## src/rtl/inst_mem_loader.sv

```systemverilog
// Instruction-memory writer: streams words into consecutive addresses from 0 and holds the CPU in reset until loaded.
// Optional LOADER_CHECKSUM_EN: one trailing checksum word must match the mod-2^16 sum of all written words.
module inst_mem_loader #(
   parameter int ADDR_W = 7,
   parameter int DATA_W = 16,
   parameter int DEPTH  = 128
) (
   input  logic              clk,
   input  logic              reset,
   input  logic              start,
   input  logic              in_valid,
   input  logic [DATA_W-1:0] in_data,
   input  logic              in_last,
   output logic              in_ready,
   output logic [ADDR_W-1:0] mem_addr,
   output logic [DATA_W-1:0] mem_data,
   output logic              mem_wren,
   output logic              cpu_hold,
   output logic              done,
   output logic              error,
   output logic [7:0]        word_count,
   output logic [2:0]        state
);

   typedef enum logic [2:0] {
      IDLE  = 3'd0,
      LOAD  = 3'd1,
      CHECK = 3'd2,
      FLUSH = 3'd3,
      DONE  = 3'd4,
      ERR   = 3'd5
   } state_t;

   state_t            cur, nxt;
   logic [ADDR_W-1:0] addr;
   logic              xfer;
   logic              at_end;
   logic              restart;

   assign xfer    = (cur == LOAD) && in_valid;
   assign at_end  = (addr == ADDR_W'(DEPTH - 1));
   assign restart = start && (cur == IDLE || cur == DONE || cur == ERR);
   assign state   = cur;

`ifdef LOADER_CHECKSUM_EN
   logic [15:0] sum;

   always_ff @(posedge clk) begin
      if (reset)        sum <= '0;
      else if (restart) sum <= '0;
      else if (xfer)    sum <= sum + 16'(in_data);
   end
`endif

   always_ff @(posedge clk) begin
      if (reset) cur <= IDLE;
      else       cur <= nxt;
   end

   always_comb begin
      nxt = cur;
      case (cur)
         IDLE:  if (start) nxt = LOAD;
         LOAD: begin
            if (in_valid) begin
`ifdef LOADER_CHECKSUM_EN
               if (in_last)     nxt = CHECK;
`else
               if (in_last)     nxt = FLUSH;
`endif
               else if (at_end) nxt = ERR;
            end
         end
`ifdef LOADER_CHECKSUM_EN
         CHECK: if (in_valid) nxt = (16'(in_data) == sum) ? FLUSH : ERR;
`else
         CHECK: nxt = IDLE;
`endif
         FLUSH: nxt = DONE;
         DONE:  if (start) nxt = LOAD;
         ERR:   if (start) nxt = LOAD;
         default: nxt = IDLE;
      endcase
   end

   always_comb begin
      in_ready = 1'b0;
      cpu_hold = 1'b1;
      done     = 1'b0;
      error    = 1'b0;
      case (cur)
         LOAD:  in_ready = 1'b1;
`ifdef LOADER_CHECKSUM_EN
         CHECK: in_ready = 1'b1;
`endif
         DONE: begin
            done     = 1'b1;
            cpu_hold = 1'b0;
         end
         ERR:   error = 1'b1;
         default: ;
      endcase
   end

   // Write is registered: a transfer in cycle n appears on the memory port in cycle n+1.
   always_ff @(posedge clk) begin
      if (reset) begin
         addr       <= '0;
         word_count <= '0;
         mem_wren   <= 1'b0;
         mem_addr   <= '0;
         mem_data   <= '0;
      end else begin
         mem_wren <= xfer;
         if (restart) begin
            addr       <= '0;
            word_count <= '0;
         end else if (xfer) begin
            mem_addr   <= addr;
            mem_data   <= in_data;
            word_count <= word_count + 8'd1;
            if (!at_end) addr <= addr + ADDR_W'(1);
         end
      end
   end

endmodule
```

## config.mk

```make
export PLATFORM = sky130hd
export DESIGN_NAME = inst_mem_loader
export DESIGN_NICKNAME = d
export VERILOG_FILES = /design/src/rtl/inst_mem_loader.sv
export SDC_FILE = /design/constraint.sdc
export NUM_CORES = 1
export LEC_CHECK = 0
export CORE_UTILIZATION = 34
export CTS_CLUSTER_SIZE = 25
export DETAILED_ROUTE_END_ITERATION = 10
export GPL_TIMING_DRIVEN = 0
export PLACE_DENSITY = 0.74
export SLEW_MARGIN = 25
export SYNTH_ARGS = -nofsm -noshare
export SYNTH_HDL_FRONTEND = slang
export SYNTH_SLANG_ARGS = --single-unit
```

## constraint.sdc

```tcl
create_clock -name clk -period 2.4 [get_ports clk]
set_input_delay 0.6 -clock clk [delete_from_list [all_inputs] [get_ports clk]]
set_output_delay 0.6 -clock clk [all_outputs]
set_load 0.005 [all_outputs]
```

# Word-level counts from Yosys, hierarchy flattened
# Cells that the tools add are included.
# totals
register_bits,42
latch_bits,0
ramBits,0
romBits,0
input_bits,21
out_inout_bits,39
mem_count,0
# op_classes
n_addsub,2
multipliers,0
div,0
order_cmp,0
eq_ne,8
shifts,0
n_mux,9
bitwise,2
reduce_logical,10
# ops
cell,n
3-bit 2-to-1 mux,4
3-bit case mux with 3 select lines,1
8-bit by 1-bit adder with 8-bit output (second input constant),1
7-bit by 1-bit adder with 7-bit output (second input constant),1
7-bit equality test (second input constant),1
3-bit equality test (second input constant),2
1-bit 2-to-1 mux,4
2-bit AND reduction,2
3-bit by 1-bit equality test with 1-bit output (second input constant),1
3-bit by 2-bit equality test with 1-bit output (second input constant),1
3-bit zero test,1
3-bit inequality test (second input constant),1
3-bit AND reduction,1
3-bit OR reduction,1
1-bit logical AND,2
1-bit logical OR,2
2-bit by 1-bit inequality test with 1-bit output (second input constant),1
2-bit inequality test (second input constant),1
1-bit inverter,2
2-bit OR reduction,1

# Logic depth before layout (Yosys ltp)
# depth
ltp_word,6
mapped_depth,6

# Least setup slack after synthesis
# No wires, ideal clock.
# synth_path
path_type,input to register
start,input in_valid
end,register addr[5]
setup_ns,0.070
arrival_time_ns,1.530
path_slack_ns,0.800
path_stages,4
cell_sequence,and4bb_1 -> o21ai_2 -> or4_1 -> a21oi_1
# synth_between
elab_chain_len,2
# synth_rtl
item,line,text
"start, declared",11,"input logic in_valid,"
1-bit logical AND,40,assign xfer = (cur == LOAD) && in_valid;
2-bit AND reduction (no source line),n/a,
"end signal, assigned",122,if (!at_end) addr <= addr + ADDR_W'(1);
"end, declared",35,logic [ADDR_W-1:0] addr;
# No other way between the ends.
# A chain may end at the register's enable or synchronous reset.

# Worst setup path after layout
# layout_path
start,register cur[0] (netlist: state[0])
end,output done
# layout_between
elab_chain_len,2
# layout_rtl
item,line,text
"start, declared",34,"state_t cur, nxt;"
"start signal, assigned",57,else cur <= nxt;
3-bit equality test,91,case (cur)
1-bit 2-to-1 mux,91,
"end, declared",19,"output logic done,"
# No other way between the ends.

==> results.sh <==
export IMPL_synthCells=199
export IMPL_final_nets=287
export IMPL_fin_util_pct=50.9
export IMPL_rows=25
export IMPL_antennaDiodeCount=0
export IMPL_maxClockFrequency_ghz=0.436
export IMPL_ys_warn_count=0
export IMPL_syn_area_per_cell_um2=8.32
export IMPL_crit_family="buffers and inverters"
export IMPL_first_pass_iters=4
export IMPL_rsz0062_at_grt="no"
export IMPL_worst_pin_slew_ns=0.483
export IMPL_ant_nets=0
export IMPL_cp_slowest_cell="or3b_2"
export IMPL_period_needed_ns=2.29
export IMPL_drc=0
export IMPL_worstPathRequired_ns=1.80
export IMPL_synth_distinct_cells=33
export IMPL_portBuffers=59
export IMPL_grt_first_pass_wirelength_um=5900
export IMPL_antenna_found_initial=0
export IMPL_yosys_top_cells_count="54 x nand2_1, 42 x dfxtp_1, 27 x a21oi_1"
export IMPL_path_cells="or3b_2, inv_1, clkdlybuf4s50_1"
export IMPL_tritoncts="yes"
export IMPL_crit_arrival_ns=1.69
export IMPL_relSlewSlack_pct=67.8
export IMPL_path_buf_inv=2
export IMPL_slowest_delay_ns=0.49
export IMPL_die_width_um=71.8
export IMPL_postCtsSetupBuffers=0
export IMPL_cts_max_path_buffers=2
export IMPL_cap_violations=0
export IMPL_grtUsageTotal_pct=14.5
export IMPL_syn_nets=222
export IMPL_cts_root_buffer="clkbuf_8"
export IMPL_drive_gt1_share_pct=6.06
export IMPL_fin_crit_sh_pct=95.5
export IMPL_worst_clock_skew_ns=0.00152
export IMPL_post_dp_hpwl_um=2470
export IMPL_synth_top_area_cell="dfxtp_1"
export IMPL_hold_viol_final=0
export IMPL_synth_edf_count=0
export IMPL_grt_max_degree=13
export IMPL_numCtsBuffers=5
export IMPL_setup_tns_ns=0
export IMPL_vdd_drop_max_mv=0.329
export IMPL_cp_end_kind="primary output"
export IMPL_gp_congestion=0.696
export IMPL_synth_ff_type="dfxtp_1"
export IMPL_fill_cells=469
export IMPL_cts_sinks=42
export IMPL_yosysMostFrequentCell="nand2_1"
export IMPL_dr_total_vias=1526
export IMPL_chipHeight_um=71.8
export IMPL_grt_pass1_vias=1379
export IMPL_core_area_mm2=0.00469
export IMPL_critPathLaunchType="register"
export IMPL_slew_violations=0
export IMPL_areaGrowthSynthToFinish_pct=44.2
export IMPL_drtIter0Drc=37
export IMPL_crit_type="register to primary output"
export IMPL_clk_insertion_delay_late_ns=0.29
export IMPL_ys_seq_elements=42
export IMPL_p_leak_nw=0.827
export IMPL_path_max_fanout=7
export IMPL_die_area_mm2=0.00516
export IMPL_wl_per_cell_um=11.1
export IMPL_ys_seq_area_share_pct=50.8
export IMPL_drt_wl_total_um=3520
export IMPL_initial_core_util_pct=35.3
export IMPL_final_setup_viol_count=0
export IMPL_drt_vias_per_instance=4.80
export IMPL_clk_pin_slew_ns=0.07
export IMPL_yosys_area_top_type_share_pct=50.8
export IMPL_power_density_mw_per_mm2=544
export IMPL_min_path_type="register to register"
export IMPL_async_flop_share_pct=0
export IMPL_pin_count=60
export IMPL_synth_area_mm2=0.00166
export IMPL_yosys_top_cells_area="dfxtp_1 51%, nand2_1 12%, a21oi_1 8.2%"
export IMPL_outcome="complete, no violations"
export IMPL_ctsHtreeMaxLevel=2
export IMPL_gr_total_overflow=0
routing by layer:
metal	part of all wire, %	GRT usage (%)	vias to the layer above
met3	4.2	3.38	8
li1	-	-	797
met4	1.6	5.88	0
met1	49	18.6	687
met2	45	23.4	34
met5	0	0	-
worst reg2reg max path, cell delays in order, from the launching register on:
cell	delay, ns
dfxtp_1	0.35
ha_1	0.23
nand3_1	0.20
o21ai_2	0.17
or4_1	0.52
a21oi_1	0.14
registers in the layout, summed over array words and instances (netlist names):
| signal | flops |
|---|---|
| addr | 7 |
| mem_data | 16 |
| mem_addr | 7 |
| word_count | 8 |
| mem_wren | 1 |
| state | 3 |
stage by stage:
stage          setup slack, ns  total power [mW]  hold slack (ns)  instances  cell area (µm²)
6_report                 0.108              1.30            0.452        318             2390
5_1_grt                 0.0497              1.35            0.478        318             2390
4_1_cts                 0.0261              1.31            0.456        318             2390
3_5_place_dp            0.0522             0.893            0.446        312             2310
3_3_place_gp            0.0947             0.891            0.442        312             2310
2_1_floorplan            0.800             0.805            0.445        199             1660
area by class of cell:
type | instances | area [µm²] | share of cell area (%)
flip-flops and latches | 42 | 843 | 35.3
repair buffers | 59 | 591 | 24.7
clock buffers | 7 | 76.3 | 3.20
inverters | 2 | 7.51 | 0.314
multi-input cells | 144 | 759 | 31.8
well taps | 54 | 67.6 | 2.83
plain buffers | 10 | 43.8 | 1.83
final timing paths:
check | endpoint | start | slack, ns | cells after the start
max | done | state[0]$_SDFFE_PP0P_ | 0.11 | 3
min | mem_addr[6]$_SDFFE_PP0P_ | mem_addr[6]$_SDFFE_PP0P_ | 0.45 | 2
max reg2reg | addr[5]$_SDFFE_PP0P_ | addr[0]$_SDFFE_PP0P_ | 0.73 | 5
min reg2reg | mem_addr[6]$_SDFFE_PP0P_ | mem_addr[6]$_SDFFE_PP0P_ | 0.45 | 2
power by group:
group          internal (mW)  switching [mW]
registers              0.713          0.0121
logic                 0.0843          0.0655
clock network          0.200           0.223
total                  0.998           0.301
layout by cell type, fill, tap and decap left out, drive strengths merged:
master,instances
nand2b,1
buf,7
nor3,3
nor4,3
xnor2,4
o31ai,1
nand4bb,1
nand3,5
or4,2
or3,2
nor2b,3
a21oi,27
o22ai,1
clkdlybuf4s50,59
nor2,15
mux2,2
o211ai,3
o41ai,1
clkbuf,10
mux2i,1
nand2,54
a21o,1
a31oi,1
xor2,4
and4bb,1
dfxtp,42
inv,2
nand4,2
ha,2
or3b,1
o21ai,2
and3b,1
cells by family (layout without fill, tap and decap cells):
group,after synthesis,count (layout),synth area share [%]
simple gates,94,94,25.6
flops,42,42,50.8
compound gates,37,37,12.5
buf+inv,13,78,3.40
xor+xnor,8,8,4.23
mux,3,3,1.96
fa+ha+maj,2,2,1.51
timing repair:
item / 4_1_cts / 5_1_grt
endpoints found under the setup margin: 1 / 1
hold buffers: 0 / 0
gates resized for setup: 0 / 2
pin swaps: 0 / 0
gates cloned: 0 / 0
(Power assumes the default switching activity.)
